[config.mk]
export PLATFORM = sky130hd
export DESIGN_NAME = limn2600_icache_refill_flat
export DESIGN_NICKNAME = d
export VERILOG_FILES = /design/src/rtl/limn2600_pkg.sv /design/src/rtl/limn2600_icache_refill_if.sv /design/src/rtl/limn2600_refill_beat_ctr.sv /design/src/rtl/limn2600_icache_refill.sv /design/src/flat_wrapper.sv
export SDC_FILE = /design/constraint.sdc
export NUM_CORES = 1
export LEC_CHECK = 0
export ABC_AREA = 1
export CORE_UTILIZATION = 44
export CTS_BUF_LIST = sky130_fd_sc_hd__clkbuf_16
export CTS_CLUSTER_DIAMETER = 100
export DETAILED_ROUTE_END_ITERATION = 8
export PLACE_DENSITY = 0.81
export SYNTH_ARGS = -nofsm -noshare
export SYNTH_HDL_FRONTEND = slang
export SYNTH_SLANG_ARGS = --single-unit
export TNS_END_PERCENT = 20
[constraint.sdc]
create_clock -name clk -period 5.2 [get_ports clk]
set_input_delay 0.78 -clock clk [delete_from_list [all_inputs] [get_ports clk]]
set_output_delay 0.78 -clock clk [all_outputs]
set_load 0.02 [all_outputs]
[src/rtl/limn2600_pkg.sv]
// limn2600_pkg: definitions shared by the instruction-cache refill engine.
//   refill_state_e      - refill FSM states (idle / filling / done pulse / error pulse)
//   LIMN2600_LINE_WORDS - default words per cache line
//   LIMN2600_LINE_OFF_W - byte-offset width of a line built from the default
//   line_off_w()        - byte-offset width for any power-of-two line size
package limn2600_pkg;

    localparam int unsigned LIMN2600_LINE_WORDS = 4;

    // Byte offset within a line: word index bits plus the two byte-in-word bits.
    function automatic int unsigned line_off_w(input int unsigned words);
        return $clog2(words) + 2;
    endfunction

    localparam int unsigned LIMN2600_LINE_OFF_W = line_off_w(LIMN2600_LINE_WORDS);

    typedef enum logic [1:0] {
        StIdle = 2'd0,
        StFill = 2'd1,
        StDone = 2'd2,
        StErr  = 2'd3
    } refill_state_e;

endpackage

[src/rtl/limn2600_icache_refill_if.sv]
// limn2600_icache_refill_if: memory-bus beat interface used by the refill engine.
//   mem_req  - beat request (master -> slave), held until mem_ack
//   mem_addr - word-aligned beat address (master -> slave)
//   mem_ack  - beat complete this cycle (slave -> master), qualified by mem_req
//   mem_data - beat data, valid with mem_ack (slave -> master)
//   mem_err  - beat failed, qualified by mem_ack (slave -> master)
// Modports: master (refill engine), slave (memory / bus model).
interface limn2600_icache_refill_if #(
    parameter int unsigned DATA_WIDTH = 32
);
    logic                  mem_req;
    logic [31:0]           mem_addr;
    logic                  mem_ack;
    logic [DATA_WIDTH-1:0] mem_data;
    logic                  mem_err;

    modport master (
        output mem_req,
        output mem_addr,
        input  mem_ack,
        input  mem_data,
        input  mem_err
    );

    modport slave (
        input  mem_req,
        input  mem_addr,
        output mem_ack,
        output mem_data,
        output mem_err
    );
endinterface

[src/rtl/limn2600_refill_beat_ctr.sv]
// limn2600_refill_beat_ctr: wrapping word index and beat counter for one line refill.
//   clk, rst  - clock, asynchronous active-high reset
//   load      - start a new line: idx <= start_idx, beat count <= 0
//   start_idx - first word index of the line
//   inc       - one beat accepted: idx advances mod LINE_WORDS, count increments
//   idx       - word index of the current beat
//   last      - current beat is the LINE_WORDS-th of the line
module limn2600_refill_beat_ctr #(
    parameter int unsigned LINE_WORDS = 4,
    parameter int unsigned IDX_W      = $clog2(LINE_WORDS)
) (
    input  logic             clk,
    input  logic             rst,
    input  logic             load,
    input  logic [IDX_W-1:0] start_idx,
    input  logic             inc,
    output logic [IDX_W-1:0] idx,
    output logic             last
);

    logic [IDX_W-1:0] idx_q;
    logic [IDX_W-1:0] cnt_q;

    // LINE_WORDS is a power of two, so the natural IDX_W-bit wrap keeps idx inside the line.
    always_ff @(posedge clk or posedge rst) begin
        if (rst) begin
            idx_q <= '0;
            cnt_q <= '0;
        end else if (load) begin
            idx_q <= start_idx;
            cnt_q <= '0;
        end else if (inc) begin
            idx_q <= idx_q + IDX_W'(1);
            cnt_q <= cnt_q + IDX_W'(1);
        end
    end

    assign idx  = idx_q;
    assign last = (cnt_q == IDX_W'(LINE_WORDS - 1));

endmodule

[src/rtl/limn2600_icache_refill.sv]
// limn2600_icache_refill: refill engine for the limn2600 instruction cache.
// On a fetch miss it reads a full line from the memory bus, one beat per word, writes each
// word into the cache write port one cycle after its ack, forwards the missed word to fetch
// and reports completion (fill_done) or a bus error (fill_err).
//   clk, rst               - clock, asynchronous active-high reset
//   miss_valid/addr/ready  - miss request from fetch (accepted when valid && ready)
//   crit_valid/crit_data   - one-cycle pulse carrying the missed word
//   fill_done / fill_err   - one-cycle completion / abort pulses
//   mem (master modport)   - memory bus beat interface
//   cache_we/addr/data     - cache write port
// Build option: LIMN2600_REFILL_CRITICAL_WORD_FIRST_EN - when defined the refill starts at the
// missed word and wraps around the line; otherwise it always starts at word 0.
module limn2600_icache_refill
    import limn2600_pkg::*;
#(
    parameter int unsigned DATA_WIDTH = 32,
    parameter int unsigned LINE_WORDS = LIMN2600_LINE_WORDS
) (
    input  logic                  clk,
    input  logic                  rst,
    input  logic                  miss_valid,
    input  logic [31:0]           miss_addr,
    output logic                  miss_ready,
    output logic                  crit_valid,
    output logic [DATA_WIDTH-1:0] crit_data,
    output logic                  fill_done,
    output logic                  fill_err,
    limn2600_icache_refill_if.master mem,
    output logic                  cache_we,
    output logic [31:0]           cache_addr,
    output logic [DATA_WIDTH-1:0] cache_data
);

    localparam int unsigned IDX_W = $clog2(LINE_WORDS);
    localparam int unsigned OFF_W = line_off_w(LINE_WORDS);

    refill_state_e state_q, state_d;

    logic [31-OFF_W:0]     line_q;
    logic [IDX_W-1:0]      crit_idx_q;
    logic [IDX_W-1:0]      idx;
    logic [IDX_W-1:0]      start_idx;
    logic                  last_beat;
    logic                  accept;
    logic                  beat_ok;
    logic                  beat_err;
    logic                  is_crit;

    logic                  cache_we_q;
    logic [31:0]           cache_addr_q;
    logic [DATA_WIDTH-1:0] cache_data_q;
    logic                  crit_valid_q;
    logic [DATA_WIDTH-1:0] crit_data_q;

    // Byte-in-word bits of the miss address carry no information.
    logic unused_miss_addr;
    assign unused_miss_addr = ^miss_addr[1:0];

    assign accept   = (state_q == StIdle) && miss_valid;
    assign beat_ok  = (state_q == StFill) && mem.mem_ack && !mem.mem_err;
    assign beat_err = (state_q == StFill) && mem.mem_ack && mem.mem_err;
    assign is_crit  = (idx == crit_idx_q);

`ifdef LIMN2600_REFILL_CRITICAL_WORD_FIRST_EN
    assign start_idx = miss_addr[OFF_W-1:2];
`else
    assign start_idx = '0;
`endif

    limn2600_refill_beat_ctr #(
        .LINE_WORDS (LINE_WORDS),
        .IDX_W      (IDX_W)
    ) u_beat_ctr (
        .clk       (clk),
        .rst       (rst),
        .load      (accept),
        .start_idx (start_idx),
        .inc       (beat_ok),
        .idx       (idx),
        .last      (last_beat)
    );

    // State register.
    always_ff @(posedge clk or posedge rst) begin
        if (rst) begin
            state_q <= StIdle;
        end else begin
            state_q <= state_d;
        end
    end

    // Next-state logic.
    always_comb begin
        state_d = state_q;
        unique case (state_q)
            StIdle: begin
                if (miss_valid) begin
                    state_d = StFill;
                end
            end
            StFill: begin
                if (beat_err) begin
                    state_d = StErr;
                end else if (beat_ok && last_beat) begin
                    state_d = StDone;
                end
            end
            StDone:  state_d = StIdle;
            StErr:   state_d = StIdle;
            default: state_d = StIdle;
        endcase
    end

    // FSM outputs; the beat request and address are pure functions of state, so they stay
    // stable for as long as the bus holds off its ack.
    always_comb begin
        miss_ready   = 1'b0;
        mem.mem_req  = 1'b0;
        mem.mem_addr = '0;
        fill_done    = 1'b0;
        fill_err     = 1'b0;
        unique case (state_q)
            StIdle: miss_ready = 1'b1;
            StFill: begin
                mem.mem_req  = 1'b1;
                mem.mem_addr = {line_q, idx, 2'b00};
            end
            StDone:  fill_done = 1'b1;
            StErr:   fill_err  = 1'b1;
            default: ;
        endcase
    end

    // Miss latch and registered cache write / critical-word forward.
    always_ff @(posedge clk or posedge rst) begin
        if (rst) begin
            line_q       <= '0;
            crit_idx_q   <= '0;
            cache_we_q   <= 1'b0;
            cache_addr_q <= '0;
            cache_data_q <= '0;
            crit_valid_q <= 1'b0;
            crit_data_q  <= '0;
        end else begin
            if (accept) begin
                line_q     <= miss_addr[31:OFF_W];
                crit_idx_q <= miss_addr[OFF_W-1:2];
            end
            cache_we_q   <= beat_ok;
            crit_valid_q <= beat_ok && is_crit;
            if (beat_ok) begin
                cache_addr_q <= mem.mem_addr;
                cache_data_q <= mem.mem_data;
            end
            if (beat_ok && is_crit) begin
                crit_data_q <= mem.mem_data;
            end
        end
    end

    assign cache_we   = cache_we_q;
    assign cache_addr = cache_addr_q;
    assign cache_data = cache_data_q;
    assign crit_valid = crit_valid_q;
    assign crit_data  = crit_data_q;

endmodule

[src/flat_wrapper.sv]
// flat-port wrapper written by rule: the top's interface ports become plain ports
module limn2600_icache_refill_flat import limn2600_pkg::*;
#(
    parameter int unsigned DATA_WIDTH = 32,
    parameter int unsigned LINE_WORDS = LIMN2600_LINE_WORDS
)
  (clk, rst, miss_valid, miss_addr, miss_ready, crit_valid, crit_data, fill_done, fill_err, cache_we, cache_addr, cache_data, mem_mem_req, mem_mem_addr, mem_mem_ack, mem_mem_data, mem_mem_err);
  limn2600_icache_refill_if #(.DATA_WIDTH(DATA_WIDTH)) mem_i ();
  input  logic clk;
  input  logic rst;
  input  logic miss_valid;
  input  logic [31:0] miss_addr;
  output logic miss_ready;
  output logic crit_valid;
  output logic [DATA_WIDTH-1:0] crit_data;
  output logic fill_done;
  output logic fill_err;
  output logic cache_we;
  output logic [31:0] cache_addr;
  output logic [DATA_WIDTH-1:0] cache_data;
  output wire logic [$bits(mem_i.mem_req)-1:0] mem_mem_req;
  output wire logic [$bits(mem_i.mem_addr)-1:0] mem_mem_addr;
  input wire logic [$bits(mem_i.mem_ack)-1:0] mem_mem_ack;
  input wire logic [$bits(mem_i.mem_data)-1:0] mem_mem_data;
  input wire logic [$bits(mem_i.mem_err)-1:0] mem_mem_err;
  assign mem_mem_req = mem_i.mem_req;
  assign mem_mem_addr = mem_i.mem_addr;
  assign mem_i.mem_ack = mem_mem_ack;
  assign mem_i.mem_data = mem_mem_data;
  assign mem_i.mem_err = mem_mem_err;
  limn2600_icache_refill #(.DATA_WIDTH(DATA_WIDTH), .LINE_WORDS(LINE_WORDS)) u_core (.clk(clk), .rst(rst), .miss_valid(miss_valid), .miss_addr(miss_addr), .miss_ready(miss_ready), .crit_valid(crit_valid), .crit_data(crit_data), .fill_done(fill_done), .fill_err(fill_err), .mem(mem_i), .cache_we(cache_we), .cache_addr(cache_addr), .cache_data(cache_data));
endmodule
# After elaboration in Yosys (flattened, before gate mapping)

Cells that the tools add are included.

Multiplexer cells: 13
Divide/modulo/power cells: 0
Add/subtract/negate cells: 2
Equal/unequal tests: 7
Shift operators: 0
Bitwise gates (word level): 0
Order comparisons: 0
Multipliers: 0
Reductions and logical operators: 11

Operators with widths:

| cell                | number |
|---|---|
| $mux 32             | 1 |
| $mux 2              | 7 |
| $eq 2x2->1 const B  | 3 |
| $logic_and 1x1->1   | 6 |
| $pmux 2 s3          | 1 |
| $add 2x1->2 const B | 2 |
| $mux 1              | 4 |
| $ne 3x2->1 const B  | 1 |
| $eq 2x1->1 const B  | 1 |
| $eq 2x2->1          | 1 |
| $logic_not 2->1     | 1 |
| $ne 2x2->1 const B  | 1 |
| $reduce_and 2->1    | 1 |
| $reduce_bool 2->1   | 1 |
| $reduce_or 2->1     | 1 |
| $logic_not 1->1     | 1 |

Memory bits (read-only): 0
Latch bits: 0
Word-level logic and storage cells: 43
Memory bits (writable): 0
Register bits after elaboration: 134
Output and inout bits: 134
Memories kept: 0
Input port bits: 69

# Depth between registers and ports, before layout

Gate-level depths: netlist (run 1).

Depth after elaboration: 7
Depth in mapped cells: 8
Depth with buffers taken out: 7

# Cells and area by module

A second synthesis (run 1) with hierarchy kept.

Cell total of the unflattened synthesis: 596
Area total of the unflattened synthesis: 5268.8 um^2

Modules (own cells, without submodules):

| module                   | sequential area each (um^2) | instances | cells an instance | area an instance (um^2) |
|---|---|---|---|---|
| limn2600_icache_refill   | 3203.1                      | 1         | 567               | 5052.3 |
| limn2600_refill_beat_ctr | 100.1                       | 1         | 29                | 216.5 |

# Least setup slack after synthesis (run 1)

Ideal clock, no wire load.

Path type: register -> output
From: reg u_core.state_q[1]
To: out mem_mem_addr[10]
Cell stages (with the launch flop): 5
Data arrival time: 1.049 ns
Path buffers: 1
Required time: 4.420 ns
Path slack: 3.371 ns
Cells stage by stage: dfrtp_1 > inv_1 > nand2_2 > buf_1 > nor2_1

Cells in the longest elaborated chain, start to end: 2

Ends and longest elaborated chain:

| what                   | RTL line                      | source |
|---|---|---|
| from (decl)            | limn2600_icache_refill.sv:37  | `refill_state_e state_q, state_d;` |
| from (signal assigned) | limn2600_icache_refill.sv:86  | `state_q <= StIdle;` |
| from (signal assigned) | limn2600_icache_refill.sv:88  | `state_q <= state_d;` |
| $eq 2x1->1             | limn2600_icache_refill.sv:122 | `unique case (state_q)` |
| $mux 32                | limn2600_icache_refill.sv:122 |  |
| to (decl)              | flat_wrapper.sv:22            | `output wire logic [$bits(mem_i.mem_addr)-1:0] mem_mem_addr;` |

No other way between the ends.

# Worst setup path after layout (run 1)

From: reg u_core.state_q[1]
To: out mem_mem_addr[28]

Same word-level chain as after synthesis.

==> reports/metrics.cfg, run 1 <==
[pwr]
swShare_pct = 38.2
pwr-share-comb_pct = 46.8
ir_worst_vdd_uv = 407
sequentialPowerShare_pct = 31.1
pwr-share-clk_pct = 22.1
p_leak_nw = 3.87
switching_power_mw = 2.17
p_total_mw = 5.67
internal-power_mw = 3.51
power_density_mw_per_mm2 = 724

[floorplanning]
num_io_pins = 203
die_w_um = 111
fp.dieH_um = 111
rows = 39
die-area_mm2 = 0.0123
core-area_mm2 = 0.0115
initial_core_util_pct = 45.4

[routing]
vias = 4560
route.detailed.drc = 0
drtPass1Iterations = 4
drtIter0Drc = 254
drt-total-wl_um = 13800
antenna_left = 0
wl_per_cell_um = 14.9
viasPerCell = 4.94

[sta]
hold_viol_final = 0
relSlewSlack_pct = 21.1
rsz0062_at_grt = no
period_needed_ns = 3.03
setup_viol = 0
timing.final.crit_share_pct = 58.3
worst_pin_slew_ns = 1.18
setup_tns_ns = 0
drv_slew = 0
max_freq_mhz = 330
skew_ns = 0.0139

[clocking]
cts_buffer_depth = 2
post-cts-setup-buffer-count = 0
clockRootBuffer = clkbuf_16
cts.sinks = 132
cts_inserted_buffers = 17
cts.htree.levels = 4
cts_hold_buf = 0
postCtsResizedCells = 0
cts_tree = done
clk_pin_slew_ns = 0.05
clock_latency_ns = 0.41

[synthesis]
synthMuxAreaShare_pct = 0
synth.distinct_cells = 21
synth-compound-area-share_pct = 5.86
synth-adder-area-share_pct = 0.240
synthSimpleGateAreaFrac_pct = 24.0
synth-edff-count = 0
async_flop_share_pct = 100
syn_avg_cell_area_um2 = 8.91
netlist_instances = 584
synth_xor_area_share_pct = 0.168
synthFlopType = dfrtp_1
ys_seq_area_share_pct = 63.4
synth_top_family_by_area = simple AND/OR/NAND/NOR gates
syn-cell-area_mm2 = 0.00521
synth_warnings = 0
ys_ff_latch = 132

[place]
portBuffers = 196
gp_congestion = 0.818
dp_hpwl_um = 9090

[global_routing]
grt_pass1_wl_um = 22700
grt_overflow = 0
grt_pass1_vias = 4591
grt_max_degree = 97
track_usage_pct = 23.4
antenna_found_initial = 0

[layout]
n_antenna_cell = 0
fill_cells = 934
nets = 839
area_growth_pct = 50.6
drive_above_1_share_pct = 4.87

[worst_setup_path]
cp-start-kind = register
critPathMaxFanout = 33
arrival_ns = 2.25
required_ns = 4.42
crit_path_end_kind = output pin
cp_cell_sequence = inv_1 > nand2_2 > nor2_1 > clkdlybuf4s50_1
path_class = reg2out
slowest_stage = clkdlybuf4s50_1
max_stage_delay_ns = 0.64

[worst_hold_path]
holdCritPathClass = reg2reg

[run]
cap_violations = 0

[status]
outcome = finished clean

## per-stage QoR
| step | hold slack, ns | area [um^2] | util [%] | instances | worst slack, ns |
|---|---|---|---|---|---|
| finish | 0.467 | 7840 | 68.4 | 924 | 2.17 |
| global route | 0.497 | 7840 | 68.4 | 924 | 2.05 |
| CTS | 0.471 | 7840 | 68.4 | 924 | 2.14 |
| detailed placement | 0.457 | 7220 | 63.0 | 893 | 2.31 |
| global placement | 0.453 | 7220 | 63.0 | 893 | 2.38 |
| floorplan | 0.473 | 5220 | - | 587 | 0.894 |
## logic make-up (layout without fill, tap and decap cells)
family / count (synthesis) / in the layout
compound gates: 61 / 61
xor+xnor: 1 / 1
fa+ha+maj: 1 / 1
buf+inv: 75 / 269
flops: 132 / 132
other cells: 1 / 4
simple gates: 313 / 313
## final cells by class
| cell class | instances | area, um^2 | share of cell area (%) |
|---|---|---|---|
| repair buffers | 200 | 1990 | 25.4 |
| clock inverters | 14 | 194 | 2.47 |
| flip-flops and latches | 132 | 3300 | 42.1 |
| clock buffers | 17 | 425 | 5.42 |
| multi-input cells | 380 | 1600 | 20.5 |
| well taps | 143 | 179 | 2.28 |
| inverters | 38 | 145 | 1.85 |
## sequential cells by signal, summed over array words and instances (netlist names)
| name | flops |
|---|---|
| u_core.cache_addr | 30 |
| u_core.cache_data | 32 |
| u_core.cache_we | 1 |
| u_core.crit_data | 32 |
| u_core.crit_idx_q | 2 |
| u_core.crit_valid | 1 |
| u_core.line_q | 28 |
| u_core.state_q | 2 |
| u_core.u_beat_ctr.cnt_q | 2 |
| u_core.u_beat_ctr.idx | 2 |
## cells in the mapped netlist, types with 2 or more instances
cell type,instances,area share [%]
a21oi_1,30,2.9
buf_1,4,0.29
buf_2,17,1.6
buf_4,5,0.72
clkbuf_1,11,0.79
dfrtp_1,132,63
inv_1,36,2.6
inv_2,2,0.14
nand2_1,207,15
nand3_1,38,3.7
nor2_1,63,4.5
o21ai_0,27,2.6
o21ai_1,4,0.38
## routing by layer
layer / vias to the layer above / track usage, % / routed length (um)
met1: 2191 / 28.8 / 5640
met5: - / 0 / 0
met2: 158 / 38.7 / 6970
met3: 36 / 4.92 / 680
met4: 0 / 12.8 / 491
li1: 2175 / - / -
## worst paths after layout
path,start,end,slack [ns],depth (start not counted)
setup / recovery,u_core.state_q[1],mem_mem_addr[28],2.17,4
hold / removal,u_core.cache_data[28],u_core.cache_data[28],0.47,2
setup reg to reg,u_core.state_q[1],u_core.cache_addr[29],2.60,5
hold reg to reg,u_core.cache_data[28],u_core.cache_data[28],0.47,2
max in group asynchronous,rst,u_core.crit_data[28],3.39,3
min in group asynchronous,rst,u_core.line_q[1],0.82,2
## layout by cell type (no fill, tap or decap), types with 3 or more instances in the layout
cell type / n
a21oi_1: 30
buf_4: 4
bufinv_16: 5
clkbuf_16: 17
clkdlybuf4s50_1: 196
clkinv_1: 3
conb_1: 4
dfrtp_1: 132
inv_1: 37
nand2_1: 206
nand3_1: 38
nor2_1: 63
o21ai_0: 27
o21ai_1: 4
## worst max-delay path, delay by kind of cell, from the launching register on
family | cells | cell delay (ns)
simple gates | 2 | 0.70
buf+inv | 2 | 0.73
flops | 1 | 0.40
## power by group through the flow
stage          clock (mW)  sequential, mW  combinational [mW]
4_1_cts              1.28            1.76                2.68
6_report             1.25            1.76                2.66
2_1_floorplan           0            2.20               0.926
3_3_place_gp            0            1.75                2.60
5_1_grt              1.31            1.82                2.85
3_5_place_dp            0            1.77                2.66
(Power assumes the default switching activity.)
==> run 2, diff against run 1 <==
==> constraint.sdc (replaced) <==
create_clock -name clk -period 2.9 [get_ports clk]
set_input_delay 0.435 -clock clk [delete_from_list [all_inputs] [get_ports clk]]
set_output_delay 0.435 -clock clk [all_outputs]
set_load 0.02 [all_outputs]
==> reports/metrics.cfg, run 2 (synthesis gave the netlist of run 1 again) <==
[global_routing]
track_usage_pct = 23.3  ; -0.13 points
grt_max_degree = 127  ; +31%
grt_pass1_vias = 4659  ; +1.5%
grt_overflow = 0  ; unchanged
grt_pass1_wl_um = 22800  ; +0.64%
antenna_found_initial = 0  ; unchanged

[sta]
timing.final.crit_share_pct = 90.5
relSlewSlack_pct = 52.1  ; +31 points
max_freq_mhz = 381
rsz0062_at_grt = no
skew_ns = 0.00785  ; -0.00603 ns
setup_tns_ns = 0  ; unchanged
worst_pin_slew_ns = 0.716  ; -0.464 ns
drv_slew = 0  ; unchanged
hold_viol_final = 0  ; unchanged
period_needed_ns = 2.62
setup_viol = 0  ; unchanged

[pwr]
switching_power_mw = 3.88  ; +79%
sequentialPowerShare_pct = 31.6  ; +0.5 points
swShare_pct = 38.7  ; +0.50 points
p_total_mw = 10.0  ; +76%
internal-power_mw = 6.14  ; +75%
ir_worst_vdd_uv = 618  ; +52%
p_leak_nw = 3.87  ; about the same
power_density_mw_per_mm2 = 1270  ; +76%
pwr-share-comb_pct = 47.7  ; +0.9 points
pwr-share-clk_pct = 20.7  ; -1.4 points

[worst_setup_path]
critPathMaxFanout = 33  ; unchanged
crit_path_end_kind = output pin
cp_cell_sequence = inv_1 > nand2_2 > nor2_1 > clkdlybuf4s50_1
path_class = reg2out
reg2regPathDepth = 7  ; +2
arrival_ns = 2.19  ; -0.06 ns
crit_family = buffers and inverters
max_stage_delay_ns = 0.63  ; about the same
regToRegSetupSlack_ns = 0.74  ; -1.86 ns
slowest_stage = clkdlybuf4s50_1
reg2reg_from = u_core.state_q[1]
required_ns = 2.47  ; -1.95 ns
cp-start-kind = register
r2r-end = u_core.cache_addr[28]
cp.buffers_inverters = 2  ; unchanged

[routing]
antenna_left = 0  ; unchanged
drt-total-wl_um = 13600  ; -1.0%
route.detailed.drc = 0  ; unchanged
drtPass1Iterations = 7  ; +3
wl_per_cell_um = 14.7  ; -1.4%
drtIter0Drc = 295  ; +16%
vias = 4504  ; -1.2%
viasPerCell = 4.86  ; -1.5%

[clocking]
postCtsResizedCells = 0  ; unchanged
clk_pin_slew_ns = 0.05  ; about the same
cts.sinks = 132  ; unchanged
clock_latency_ns = 0.40  ; about the same
cts_tree = done
cts_buffer_depth = 2  ; unchanged
cts.htree.levels = 4  ; unchanged
cts_hold_buf = 0  ; unchanged
cts_inserted_buffers = 17  ; unchanged
clockRootBuffer = clkbuf_16
post-cts-setup-buffer-count = 0  ; unchanged

[layout]
drive_above_1_share_pct = 4.97  ; +0.11 points
area_growth_pct = 51.0
nets = 841  ; +0.24%
final_area_mm2 = 0.00786  ; +0.27%
final_cell_mix = nand2_1, clkdlybuf4s50_1, dfrtp_1
final_common_cell = nand2_1
n_antenna_cell = 0  ; unchanged
final_core_util_pct = 68.6  ; +0.19 points

[floorplanning]
fp.dieH_um = 111  ; unchanged
rows = 39  ; unchanged
core-area_mm2 = 0.0115  ; unchanged
die-area_mm2 = 0.0123  ; unchanged
initial_core_util_pct = 45.4  ; unchanged
num_io_pins = 203  ; unchanged
die_w_um = 111  ; unchanged

[place]
dp_hpwl_um = 9150  ; +0.65%
portBuffers = 196  ; unchanged
placed_cell_area_mm2 = 0.00729  ; +0.92%
gp_congestion = 0.828  ; +1.2%

[run]
cap_violations = 0  ; unchanged

[status]
outcome = finished clean

[worst_hold_path]
holdCritPathClass = in2async

-- run 2: changes by cell type in the layout (fill, tap and decap cells not counted), sizes merged --
cell | previous run | this run
buf | 4 | 6
bufinv | 5 | 3
clkinvlp | 2 | 4
clkinv | 5 | 6
-- run 2: cell type report --
class / instances / area, um^2
multi-input cells: 380 / 1600
flip-flops and latches: 132 / 3300
well taps: 143 / 179
inverters: 38 / 146
clock inverters: 15 / 149
fillers: 899 / 3600
clock buffers: 17 / 425
repair buffers: 202 / 2060
-- run 2: worst max path at each step --
stage                     cells after the start              start  slack, ns                     to
final                                         4  u_core.state_q[1]       0.28        mem_mem_addr[9]
after detailed placement                      4  u_core.state_q[1]       0.70        mem_mem_addr[8]
after global routing                          4  u_core.state_q[1]       0.11        mem_mem_addr[8]
after floorplan                               1                rst       0.83  u_core.cache_addr[10]
after global placement                        4  u_core.state_q[1]       0.76            mem_mem_req
after CTS                                     4  u_core.state_q[1]       0.26        mem_mem_addr[8]
-- run 2: through the flow --
| stage | hold slack [ns] | cells | setup slack [ns] |
|---|---|---|---|
| floorplan | 0.473 | 587 | 0.828 |
| global placement | 0.453 | 895 | 0.758 |
| detailed placement | 0.457 | 895 | 0.701 |
| CTS | 0.289 | 927 | 0.262 |
| global route | 0.290 | 927 | 0.109 |
| finish | 0.302 | 927 | 0.277 |
-- run 2: layer usage --
layer / GRT usage, % / up-vias / share of wire, %
li1: - / 2184 / -
met1: 28.0 / 2153 / 41
met2: 39.9 / 137 / 51
met3: 5.19 / 30 / 4.4
met4: 10.7 / 0 / 3.2
met5: 0 / - / 0
-- run 2: power groups by stage --
stage | Sequential (mW) | Clock [mW] | Combinational (mW)
3_5_place_dp | 3.18 | 0 | 4.81
5_1_grt | 3.27 | 2.20 | 5.14
4_1_cts | 3.17 | 2.11 | 4.83
3_3_place_gp | 3.14 | 0 | 4.68
6_report | 3.16 | 2.07 | 4.78
2_1_floorplan | 3.94 | 0 | 1.66
==> run 3, diff against run 2 <==
--- a/config.mk
+++ b/config.mk
@@ -14,4 +14,3 @@
 export SYNTH_ARGS = -nofsm -noshare
 export SYNTH_HDL_FRONTEND = slang
 export SYNTH_SLANG_ARGS = --single-unit
-export TNS_END_PERCENT = 20
==> results of run 3 <==
Final layout, timing and power as in run 2 (identical DEF).
